[config.mk]
export PLATFORM = sky130hd
export DESIGN_NAME = sr_excitation_driver
export DESIGN_NICKNAME = d
export VERILOG_FILES = /design/src/rtl/sr_exc_pkg.sv /design/src/rtl/sr_exc_fifo.sv /design/src/rtl/sr_excitation_driver.sv
export SDC_FILE = /design/constraint.sdc
export NUM_CORES = 1
export LEC_CHECK = 0
export BUFFER_PORTS_ARGS = -buffer_cell sky130_fd_sc_hd__buf_4
export CAP_MARGIN = 10
export CELL_PAD_IN_SITES_DETAIL_PLACEMENT = 0
export CELL_PAD_IN_SITES_GLOBAL_PLACEMENT = 1
export CORE_AREA = 2 2 56 58
export DETAILED_ROUTE_END_ITERATION = 12
export DIE_AREA = 0 0 58 60
export PLACE_DENSITY_LB_ADDON = 0.2
export RECOVER_POWER = 25
export SLEW_MARGIN = 20
export SYNTH_ARGS = -nofsm -noshare
export SYNTH_HDL_FRONTEND = slang
export SYNTH_HIERARCHICAL = 1
export SYNTH_SLANG_ARGS = --single-unit
[constraint.sdc]
create_clock -name clk -period 2.05 [get_ports clk]
set_input_delay 0.205 -clock clk [delete_from_list [all_inputs] [get_ports clk]]
set_output_delay 0.205 -clock clk [all_outputs]
set_load 0.01 [all_outputs]
[src/rtl/sr_exc_pkg.sv]
// sr_exc_pkg
//   Shared definitions for the SR excitation driver.
//   - sr_state_e : FSM state encoding (IDLE, DRIVE, SETTLE, CHECK)
//   - sr_exc     : excitation function, maps (target d, current q) to {s, r}.
//                  It never returns s=r=1.
package sr_exc_pkg;

  typedef enum logic [1:0] {
    ST_IDLE   = 2'd0,
    ST_DRIVE  = 2'd1,
    ST_SETTLE = 2'd2,
    ST_CHECK  = 2'd3
  } sr_state_e;

  // (d,q) = (1,0) -> set, (0,1) -> reset, d == q -> hold.
  function automatic logic [1:0] sr_exc(input logic d, input logic q);
    return {d & ~q, ~d & q};
  endfunction

endpackage

[src/rtl/sr_exc_fifo.sv]
// sr_exc_fifo
//   DEPTH x 1-bit synchronous FIFO that buffers target bits for the driver.
//   The head entry is presented combinationally on dout_o. This lets the
//   driver decide its excitation in the same cycle that it pops.
//   A push while full is ignored, and so is a pop while empty. A simultaneous
//   push and pop leaves the count unchanged. The pointers wrap modulo DEPTH,
//   so DEPTH must be a power of 2.
// Ports
//   clk      in   clock, rising edge
//   rst      in   asynchronous active-high reset (empties the FIFO)
//   push_i   in   write din_i when not full
//   din_i    in   data bit to write
//   pop_i    in   remove the head entry when not empty
//   dout_o   out  head entry (valid while empty_o=0)
//   full_o   out  DEPTH entries stored
//   empty_o  out  no entries stored
module sr_exc_fifo
  import sr_exc_pkg::*;
#(
  parameter int DEPTH = 4
) (
  input  logic clk,
  input  logic rst,
  input  logic push_i,
  input  logic din_i,
  input  logic pop_i,
  output logic dout_o,
  output logic full_o,
  output logic empty_o
);

  localparam int AW = $clog2(DEPTH);
  localparam logic [AW:0] FULL_CNT = DEPTH[AW:0];

  logic [AW-1:0] wr_ptr_q;
  logic [AW-1:0] rd_ptr_q;
  logic [AW:0]   count_q;
  logic          mem_q [DEPTH];
  logic          push_ok;
  logic          pop_ok;

  assign full_o  = (count_q == FULL_CNT);
  assign empty_o = (count_q == '0);
  assign push_ok = push_i & ~full_o;
  assign pop_ok  = pop_i & ~empty_o;
  assign dout_o  = mem_q[rd_ptr_q];

  // The storage is not reset. An entry is only read after it has been written.
  for (genvar gi = 0; gi < DEPTH; gi++) begin : g_mem
    always_ff @(posedge clk) begin
      if (push_ok && (wr_ptr_q == AW'(gi))) begin
        mem_q[gi] <= din_i;
      end
    end
  end

  always_ff @(posedge clk or posedge rst) begin
    if (rst) begin
      wr_ptr_q <= '0;
      rd_ptr_q <= '0;
      count_q  <= '0;
    end else begin
      if (push_ok) wr_ptr_q <= wr_ptr_q + 1'b1;
      if (pop_ok)  rd_ptr_q <= rd_ptr_q + 1'b1;
      case ({push_ok, pop_ok})
        2'b10:   count_q <= count_q + 1'b1;
        2'b01:   count_q <= count_q - 1'b1;
        default: count_q <= count_q;
      endcase
    end
  end

endmodule

[src/rtl/sr_excitation_driver.sv]
// sr_excitation_driver
//   Turns a stream of target next-state bits into legal one-cycle S/R
//   excitation pulses for an external SR flip-flop. Targets are buffered in
//   a DEPTH-entry FIFO. Each target is processed in this order:
//   IDLE (pop) -> DRIVE (one pulse) -> SETTLE -> [CHECK] -> IDLE.
//   s and r are registers and are never high together.
// Configuration macro
//   SR_FB_CHECK_EN : when defined, adds the CHECK state. In CHECK, q_fb is
//                    compared with the target, mismatch pulses and err_cnt
//                    counts (saturating). When undefined, mismatch and
//                    err_cnt are tied to 0.
// Parameters
//   DEPTH          target FIFO entries (power of 2, >= 2)
//   SETTLE_CYCLES  quiet cycles after each pulse (>= 1)
//   CNT_W          width of err_cnt
// Ports
//   clk       in   clock, rising edge
//   rst       in   asynchronous active-high reset
//   in_valid  in   target bit valid
//   in_d      in   target next-state bit
//   in_ready  out  FIFO not full; a push happens on in_valid & in_ready
//   q_fb      in   current Q of the driven SR flop
//   s, r      out  registered set/reset excitation
//   busy      out  FSM not in IDLE
//   done      out  one-cycle pulse when a target has been fully processed
//   mismatch  out  one-cycle pulse when q_fb != target at the check
//   err_cnt   out  saturating mismatch count
module sr_excitation_driver
  import sr_exc_pkg::*;
#(
  parameter int DEPTH         = 4,
  parameter int SETTLE_CYCLES = 1,
  parameter int CNT_W         = 8
) (
  input  logic             clk,
  input  logic             rst,
  input  logic             in_valid,
  input  logic             in_d,
  output logic             in_ready,
  input  logic             q_fb,
  output logic             s,
  output logic             r,
  output logic             busy,
  output logic             done,
  output logic             mismatch,
  output logic [CNT_W-1:0] err_cnt
);

  // The counter is at least 2 bits wide, so the value 2 always fits.
  localparam int SW = $clog2(SETTLE_CYCLES + 2);
  localparam logic [SW-1:0] SETTLE_INIT = SW'(SETTLE_CYCLES);
  localparam logic [SW-1:0] SETTLE_ONE  = SW'(1);
  localparam logic [SW-1:0] SETTLE_TWO  = SW'(2);

  sr_state_e     state_q;
  logic [SW-1:0] settle_q;
  logic          s_q;
  logic          r_q;
  logic          done_q;
  logic          fifo_pop;
  logic          fifo_dout;
  logic          fifo_full;
  logic          fifo_empty;

  sr_exc_fifo #(
    .DEPTH (DEPTH)
  ) u_fifo (
    .clk     (clk),
    .rst     (rst),
    .push_i  (in_valid),
    .din_i   (in_d),
    .pop_i   (fifo_pop),
    .dout_o  (fifo_dout),
    .full_o  (fifo_full),
    .empty_o (fifo_empty)
  );

  assign in_ready = ~fifo_full;
  assign fifo_pop = (state_q == ST_IDLE) & ~fifo_empty;
  assign busy     = (state_q != ST_IDLE);
  assign s        = s_q;
  assign r        = r_q;
  assign done     = done_q;

`ifdef SR_FB_CHECK_EN
  logic             tgt_q;
  logic             mismatch_q;
  logic [CNT_W-1:0] err_cnt_q;
  logic [CNT_W-1:0] err_cnt_d;

  assign err_cnt_d = (&err_cnt_q) ? err_cnt_q : err_cnt_q + 1'b1;
  assign mismatch  = mismatch_q;
  assign err_cnt   = err_cnt_q;
`else
  assign mismatch  = 1'b0;
  assign err_cnt   = '0;
`endif

  // done is a register. So it is loaded one cycle early, and goes high
  // during the final SETTLE cycle (or during CHECK when the checker is
  // present). With the checker, q_fb is sampled at the end of the final
  // SETTLE cycle. This lets mismatch, err_cnt and done register together
  // and appear in the CHECK cycle. q_fb has already settled at that point.
  always_ff @(posedge clk or posedge rst) begin
    if (rst) begin
      state_q    <= ST_IDLE;
      settle_q   <= '0;
      s_q        <= 1'b0;
      r_q        <= 1'b0;
      done_q     <= 1'b0;
`ifdef SR_FB_CHECK_EN
      tgt_q      <= 1'b0;
      mismatch_q <= 1'b0;
      err_cnt_q  <= '0;
`endif
    end else begin
      s_q        <= 1'b0;
      r_q        <= 1'b0;
      done_q     <= 1'b0;
`ifdef SR_FB_CHECK_EN
      mismatch_q <= 1'b0;
`endif
      case (state_q)
        ST_IDLE: begin
          if (!fifo_empty) begin
            {s_q, r_q} <= sr_exc(fifo_dout, q_fb);
`ifdef SR_FB_CHECK_EN
            tgt_q      <= fifo_dout;
`endif
            state_q    <= ST_DRIVE;
          end
        end
        ST_DRIVE: begin
          state_q  <= ST_SETTLE;
          settle_q <= SETTLE_INIT;
`ifndef SR_FB_CHECK_EN
          done_q   <= (SETTLE_INIT == SETTLE_ONE);
`endif
        end
        ST_SETTLE: begin
          if (settle_q == SETTLE_ONE) begin
`ifdef SR_FB_CHECK_EN
            state_q <= ST_CHECK;
            done_q  <= 1'b1;
            if (q_fb != tgt_q) begin
              mismatch_q <= 1'b1;
              err_cnt_q  <= err_cnt_d;
            end
`else
            state_q <= ST_IDLE;
`endif
          end else begin
            settle_q <= settle_q - 1'b1;
`ifndef SR_FB_CHECK_EN
            done_q   <= (settle_q == SETTLE_TWO);
`endif
          end
        end
        default: begin
          // CHECK, or an unreachable code. Both return to IDLE.
          state_q <= ST_IDLE;
        end
      endcase
    end
  end

endmodule

# ---- Word-level counts from Yosys, hierarchy flattened
# Memory sizes are Yosys's and may differ from the RTL's.
# Index checks and enable logic that the tools add are counted.
dict set report totals {
  register_bits 14
  latch_bits 0
  mem_bits_rw 4
  romBits 0
  input_bits 5
  output_inout_bits 14
  elab_cells 80
  memories 1
}
dict set report op_classes {
  add_sub_neg 5
  mul 0
  n_div 0
  order_cmp 0
  n_eq_ne 13
  shifts 0
  mux 29
  bitwise 9
  reduce_logical 15
}
# memory words width read_ports rd_ports_with_merged_regs write_ports line_no
set memory_table {}
lappend memory_table {u_fifo.mem_q 4 1 1 0 1 sr_exc_fifo.sv:38} ;# logic mem_q [DEPTH];
# cell count
set op_table {}
lappend op_table {{$mux W1} 19}
lappend op_table {{$mux W2} 6}
lappend op_table {{$eq A2 B2 Y1 const B} 5}
lappend op_table {{$eq A2 B1 Y1 const B} 4}
lappend op_table {{$ne A2 B2 Y1 const B} 3}
lappend op_table {{$pmux W2 S3} 1}
lappend op_table {{$pmux W3 S2} 1}
lappend op_table {{$reduce_bool A2 Y1} 3}
lappend op_table {{$and A1 B1 Y1} 5}
lappend op_table {{$add A2 B1 Y2 const B} 2}
lappend op_table {{$logic_and A1 B1 Y1} 4}
lappend op_table {{$logic_not A2 Y1} 2}
lappend op_table {{$not A1 Y1} 4}
lappend op_table {{$pmux W2 S2} 1}
lappend op_table {{$reduce_and A2 Y1} 2}
lappend op_table {{$add A3 B1 Y3 const B} 1}
lappend op_table {{$eq A3 B3 Y1 const B} 1}
lappend op_table {{$logic_not A3 Y1} 1}
lappend op_table {{$reduce_or A1 Y1} 3}
lappend op_table {{$sub A3 B1 Y3 const B} 1}
lappend op_table {{$pmux W1 S2} 1}
lappend op_table {{$sub A2 B1 Y2 const B} 1}

# ---- Depth between registers and ports, before layout
dict set report logic_depth {
  word_depth 10
  ltp_mapped 11
  ltp_nobuf 11
}

# ---- By module
# Netlist, hierarchy kept.
# mod n_inst cells_each area_each_um2 seq_area_each_um2
set modules_own_cells {}
lappend modules_own_cells {sr_exc_fifo 1 43 586.8 295.3}
lappend modules_own_cells {sr_excitation_driver 1 46 476.7 175.2}

# ---- Worst setup path before layout
# No wires, ideal clock.
dict set report synth_path {
  path_kind {register to register}
  startpoint {register state_q[0]}
  endpoint {register u_fifo.count_q[2]}
  setup_ns 0.079
  arrival_time_ns 1.987
  t_required_ns 1.971
  slack_ns -0.016
  stages_incl_launch_ff 12
  n_path_buf 0
  synth_period_minus_slack_ns 2.066
  cell_sequence {dfrtp_1 inv_1 ha_1 inv_1 nor2_1 o31a_2 ha_1 inv_1 fa_1 xor2_1 nor2_1 xor2_1}
}
dict set report synth_via {
  elab_chain_len 5
  elab_cells_between_ends 7
  classes_between {eq/ne: 2; mux: 1; bitwise: 2; reduce/logical: 2}
}
# item line_no
set synth_rtl {}
lappend synth_rtl {{start, declared} sr_excitation_driver.sv:55} ;# sr_state_e state_q;
lappend synth_rtl {{start signal, assigned} sr_excitation_driver.sv:106} ;# state_q <= ST_IDLE;
lappend synth_rtl {{start signal, assigned} sr_excitation_driver.sv:130} ;# state_q <= ST_DRIVE;
lappend synth_rtl {{start signal, assigned} sr_excitation_driver.sv:134} ;# state_q <= ST_SETTLE;
lappend synth_rtl {{$logic_not A2 Y1 (*)} sr_excitation_driver.sv:79} ;# assign fifo_pop = (state_q == ST_IDLE) & ~fifo_empty;
lappend synth_rtl {{$and A1 B1 Y1 (*)} sr_excitation_driver.sv:79}
lappend synth_rtl {{net fifo_pop} sr_excitation_driver.sv:60} ;# logic fifo_pop;
lappend synth_rtl {{$and A1 B1 Y1 (*)} sr_exc_fifo.sv:45} ;# assign pop_ok = pop_i & ~empty_o;
lappend synth_rtl {{net u_fifo.pop_ok} sr_exc_fifo.sv:40} ;# logic pop_ok;
lappend synth_rtl {{$eq A2 B1 Y1 or $eq A2 B2 Y1 (tied branches)} sr_exc_fifo.sv:65} ;# case ({push_ok, pop_ok})
lappend synth_rtl {{$pmux W3 S2 or $reduce_bool A2 Y1 (tied branches)} -}
lappend synth_rtl {{end signal, assigned} sr_exc_fifo.sv:66} ;# 2'b10: count_q <= count_q + 1'b1;
lappend synth_rtl {{end signal, assigned} sr_exc_fifo.sv:67} ;# 2'b01: count_q <= count_q - 1'b1;
lappend synth_rtl {{end signal, assigned} sr_exc_fifo.sv:68} ;# default: count_q <= count_q;
lappend synth_rtl {{end, declared} sr_exc_fifo.sv:37} ;# logic [AW:0] count_q;
# Mark *: on every way through the listed nets, which the timed path passes. The rest lies on a longest branch.
# A chain may end at the register's enable or synchronous reset.

# ---- Worst setup path in the final report
dict set report layout_path {
  startpoint {register state_q[1]}
  endpoint {register u_fifo.count_q[2]}
}
# Same word-level chain as after synthesis.

==> flow_metrics.py <==
metrics = {
    "global_route": {
        "grt.overflow.total": 0,
        "antenna_found_initial": 0,
        "grt.total_usage_pct": 10.8,
        "grt_pass1_wl_um": 2740,
        "grt_max_degree": 11,
        "grt_pass1_vias": 644,
    },
    "placement": {
        "io_buffers": 9,
        "dp_cells": 138,
        "globalplace.congestion": 0.701,
        "dpl.hpwl_um": 1210,
    },
    "power": {
        "power.net_switching_mw": 0.700,
        "ir_drop_mv": 0.692,
        "p_int_mw": 1.26,
        "clockPowerShare_pct": 10.9,
        "p_per_area_nw_per_um2": 1500,
        "total_power_mw": 1.96,
        "p_comb_share_pct": 56.8,
        "seqPwrFrac_pct": 32.3,
        "p_leak_nw": 0.651,
        "netSwitchingFraction_pct": 35.6,
    },
    "route": {
        "dr_total_vias": 611,
        "viasPerCell": 4.10,
        "routedWlPerCell_um": 10.3,
        "drc": 0,
        "detail-route-antenna-nets": 0,
        "finalWirelength_um": 1540,
        "drt_iter0_markers": 16,
        "dr.pass1.iters": 3,
    },
    "setup_path": {
        "r2r_cells": 11,
        "path_buf_inv": 3,
        "r2r_slack_ps": 140,
        "crit_path_start_kind": "flip-flop",
        "crit_type": "reg -> reg",
        "arrival_ps": 2130,
        "cp.required_ps": 2270,
        "crit_chain": "inv_2 -> ha_4 -> inv_2 -> nor2_2 -> o31a_2 -> ha_4 -> inv_1 -> fa_2 -> xor2_1 -> nor2_1 -> xor2_1",
        "cp_slowest_cell": "dfrtp_1",
        "crit_fanout": 2,
        "crit_family": "adder cells",
        "r2r-start": "state_q[1]$_DFFE_PP0P_",
        "max_stage_delay_ps": 400,
        "r2r_end": "u_fifo/count_q[2]$_DFFE_PP0P_",
        "critPathCaptureType": "flip-flop",
    },
    "final_layout": {
        "layout_common_cells": "buf_4, dfrtp_1, inv_1",
        "stdcell_count": 149,
        "syn2layout_area_growth_pct": 23.4,
        "mostFrequentLayoutCell": "buf_4",
        "diodes": 0,
        "final_layout_size_suffix_gt1_share_pct": 37.1,
        "fillers": 278,
        "nets": 135,
    },
    "clock_network": {
        "cts.sinks": 18,
        "root_buffer": "clkbuf_4",
        "cts.htree.levels": 1,
        "clk_latency_ps": 290,
        "clk_transition_reported_paths_ps": 100,
        "clockBufferDepth": 2,
        "cts_tree": "done",
        "cts_made_buffers": 3,
    },
    "sta": {
        "rsz0062_at_grt": "false",
        "fin_crit_sh_pct": 93.1,
        "whs_ps": 61.0,
        "finalSetupViolCount": 0,
        "finalCriticalPeriod_ps": 1910,
        "clock.fmax_mhz": 524,
        "skew_ps": 5.77,
        "hold_viol_final": 0,
        "drv_slew": 0,
    },
    "synthesis": {
        "synth_seq_area_share_pct": 44.2,
        "ys_types": 26,
        "avgSynthCellArea_um2": 11.9,
        "synth_seq_cells": 18,
        "syn_inst": 89,
        "ys.warnings.count": 6,
        "syn-cell-area_um2": 1060,
    },
    "run_status": {
        "outcome": "finished, final reports clean",
    },
    "floorplan": {
        "die_h_um": 60,
        "num_io_pins": 19,
        "rows": 20,
        "die_w_um": 58,
        "die-area_um2": 3480,
        "coreArea_um2": 2900,
        "initial_core_util_pct": 36.6,
    },
    "min_path": {
        "hp-start": "q_fb",
        "hold_path_class": "in -> reg",
        "worstHoldPathCells": 2,
        "worstHoldEndpoint": "s$_DFF_PP0_",
    },
    "job": {
        "drv_cap": 0,
    },
}
## cell usage after synthesis
| master | count | share of area, % |
|---|---|---|
| mux2_4 | 2 | 2.8 |
| nor3b_4 | 1 | 1.8 |
| mux2_1 | 2 | 2.1 |
| xnor2_1 | 3 | 2.5 |
| edfxtp_1 | 4 | 11 |
| o31a_2 | 1 | 0.94 |
| fa_1 | 1 | 1.9 |
| a21oi_1 | 1 | 0.47 |
| nand2_1 | 3 | 1.1 |
| and2_1 | 2 | 1.2 |
| nor4b_1 | 2 | 1.6 |
| buf_4 | 9 | 6.4 |
| mux2i_1 | 2 | 1.9 |
| nor3_1 | 1 | 0.47 |
| inv_1 | 15 | 5.3 |
| xor2_1 | 3 | 2.5 |
| mux4_2 | 1 | 2.1 |
| and2_2 | 2 | 1.4 |
| nor2b_4 | 1 | 1.3 |
| conb_1 | 1 | 0.35 |
| ha_1 | 12 | 14 |
| nor2_1 | 3 | 1.1 |
| dfrtp_1 | 14 | 33 |
| a22oi_2 | 1 | 1.2 |
| nor2b_1 | 1 | 0.59 |
| a21oi_2 | 1 | 0.82 |
## power groups by stage
stage | clock network [mW] | logic (mW) | registers (mW)
floorplan | 0 | 0.675 | 0.636
global placement | 0 | 0.949 | 0.638
detailed placement | 0 | 0.957 | 0.643
CTS | 0.230 | 1.06 | 0.634
global route | 0.245 | 1.28 | 0.653
finish | 0.214 | 1.12 | 0.633
## how the worst max path moves through the flow
stage	start	end	slack [ps]	cells after the start
final	state_q[1]$_DFFE_PP0P_	u_fifo/count_q[2]$_DFFE_PP0P_	140	11
after global routing	state_q[1]$_DFFE_PP0P_	u_fifo/count_q[2]$_DFFE_PP0P_	0.3	11
after CTS	state_q[1]$_DFFE_PP0P_	u_fifo/count_q[2]$_DFFE_PP0P_	30	11
after detailed placement	state_q[1]$_DFFE_PP0P_	u_fifo/count_q[2]$_DFFE_PP0P_	-10	11
after global placement	state_q[1]$_DFFE_PP0P_	u_fifo/count_q[2]$_DFFE_PP0P_	10	11
after floorplan	state_q[1]$_DFFE_PP0P_	u_fifo/count_q[2]$_DFFE_PP0P_	20	11
## flip-flops by register name (all words and copies together), names as in the netlist
name             cells
u_fifo/mem_q         4
u_fifo/count_q       3
settle_q             2
state_q              2
u_fifo/rd_ptr_q      2
u_fifo/wr_ptr_q      2
done                 1
r                    1
s                    1
## metal layers
| layer | vias to the layer above | global-route usage (%) | wire [um] |
|---|---|---|---|
| li1 | 320 | - | - |
| met1 | 277 | 14.3 | 791 |
| met2 | 12 | 15.4 | 661 |
| met3 | 2 | 2.81 | 68 |
| met4 | 0 | 6.98 | 17 |
| met5 | - | 0 | 0 |
## worst reg2reg max path, delay by kind of cell (launching register included)
family | cells | cell delay (ps)
adder cells (fa/ha/maj) | 3 | 610
buffers and inverters | 3 | 180
flip-flops | 1 | 400
AND/OR/NAND/NOR | 2 | 200
AO/OA/AOI/OAI | 1 | 180
XOR/XNOR | 2 | 290
## cells by family after synthesis
| group | after synthesis | synth area share (%) |
|---|---|---|
| adders and majority gates | 13 | 16.0 |
| other | 1 | 0.353 |
| xor gates and xnor gates | 6 | 4.94 |
| AOI/OAI and AO/OA | 4 | 3.41 |
| DFF | 18 | 44.2 |
| buffers and inverters | 24 | 11.6 |
| muxes | 7 | 8.94 |
| and+or+nand+nor | 16 | 10.5 |
## layout make-up
cell class | count | area [um^2] | area share [%]
Timing Repair Buffer | 24 | 179 | 13.6
Inverter | 15 | 56.3 | 4.29
Tap cell | 33 | 41.3 | 3.15
Multi-Input combinational cell | 55 | 529 | 40.3
Sequential cell | 18 | 470 | 35.8
Clock buffer | 4 | 36.3 | 2.76
## stage by stage
| step | TNS (ps) | setup slack [ps] | util [%] | instance area (um^2) |
|---|---|---|---|---|
| after global routing | 0 | 0.332 | 45.2 | 1310 |
| final | 0 | 142 | 45.2 | 1310 |
| after CTS | 0 | 32.7 | 44.3 | 1290 |
| after detailed placement | -13.6 | -13.6 | 41.2 | 1190 |
| after global placement | 0 | 13.8 | 41.2 | 1190 |
| after floorplan | 0 | 19.8 | - | 1090 |
## timing repair
| action | 4_1_cts | 5_1_grt |
|---|---|---|
| pin swaps | 2 | 1 |
| buffers inserted | 4 | 2 |
| cloned | 0 | 0 |
| gates resized for setup | 4 | 3 |
| endpoints found under the hold margin | 14 | 0 |
| endpoints found under the setup margin | 1 | 1 |
| hold buffers | 1 | 0 |
Note: power is estimated with default switching activity, not from simulation.
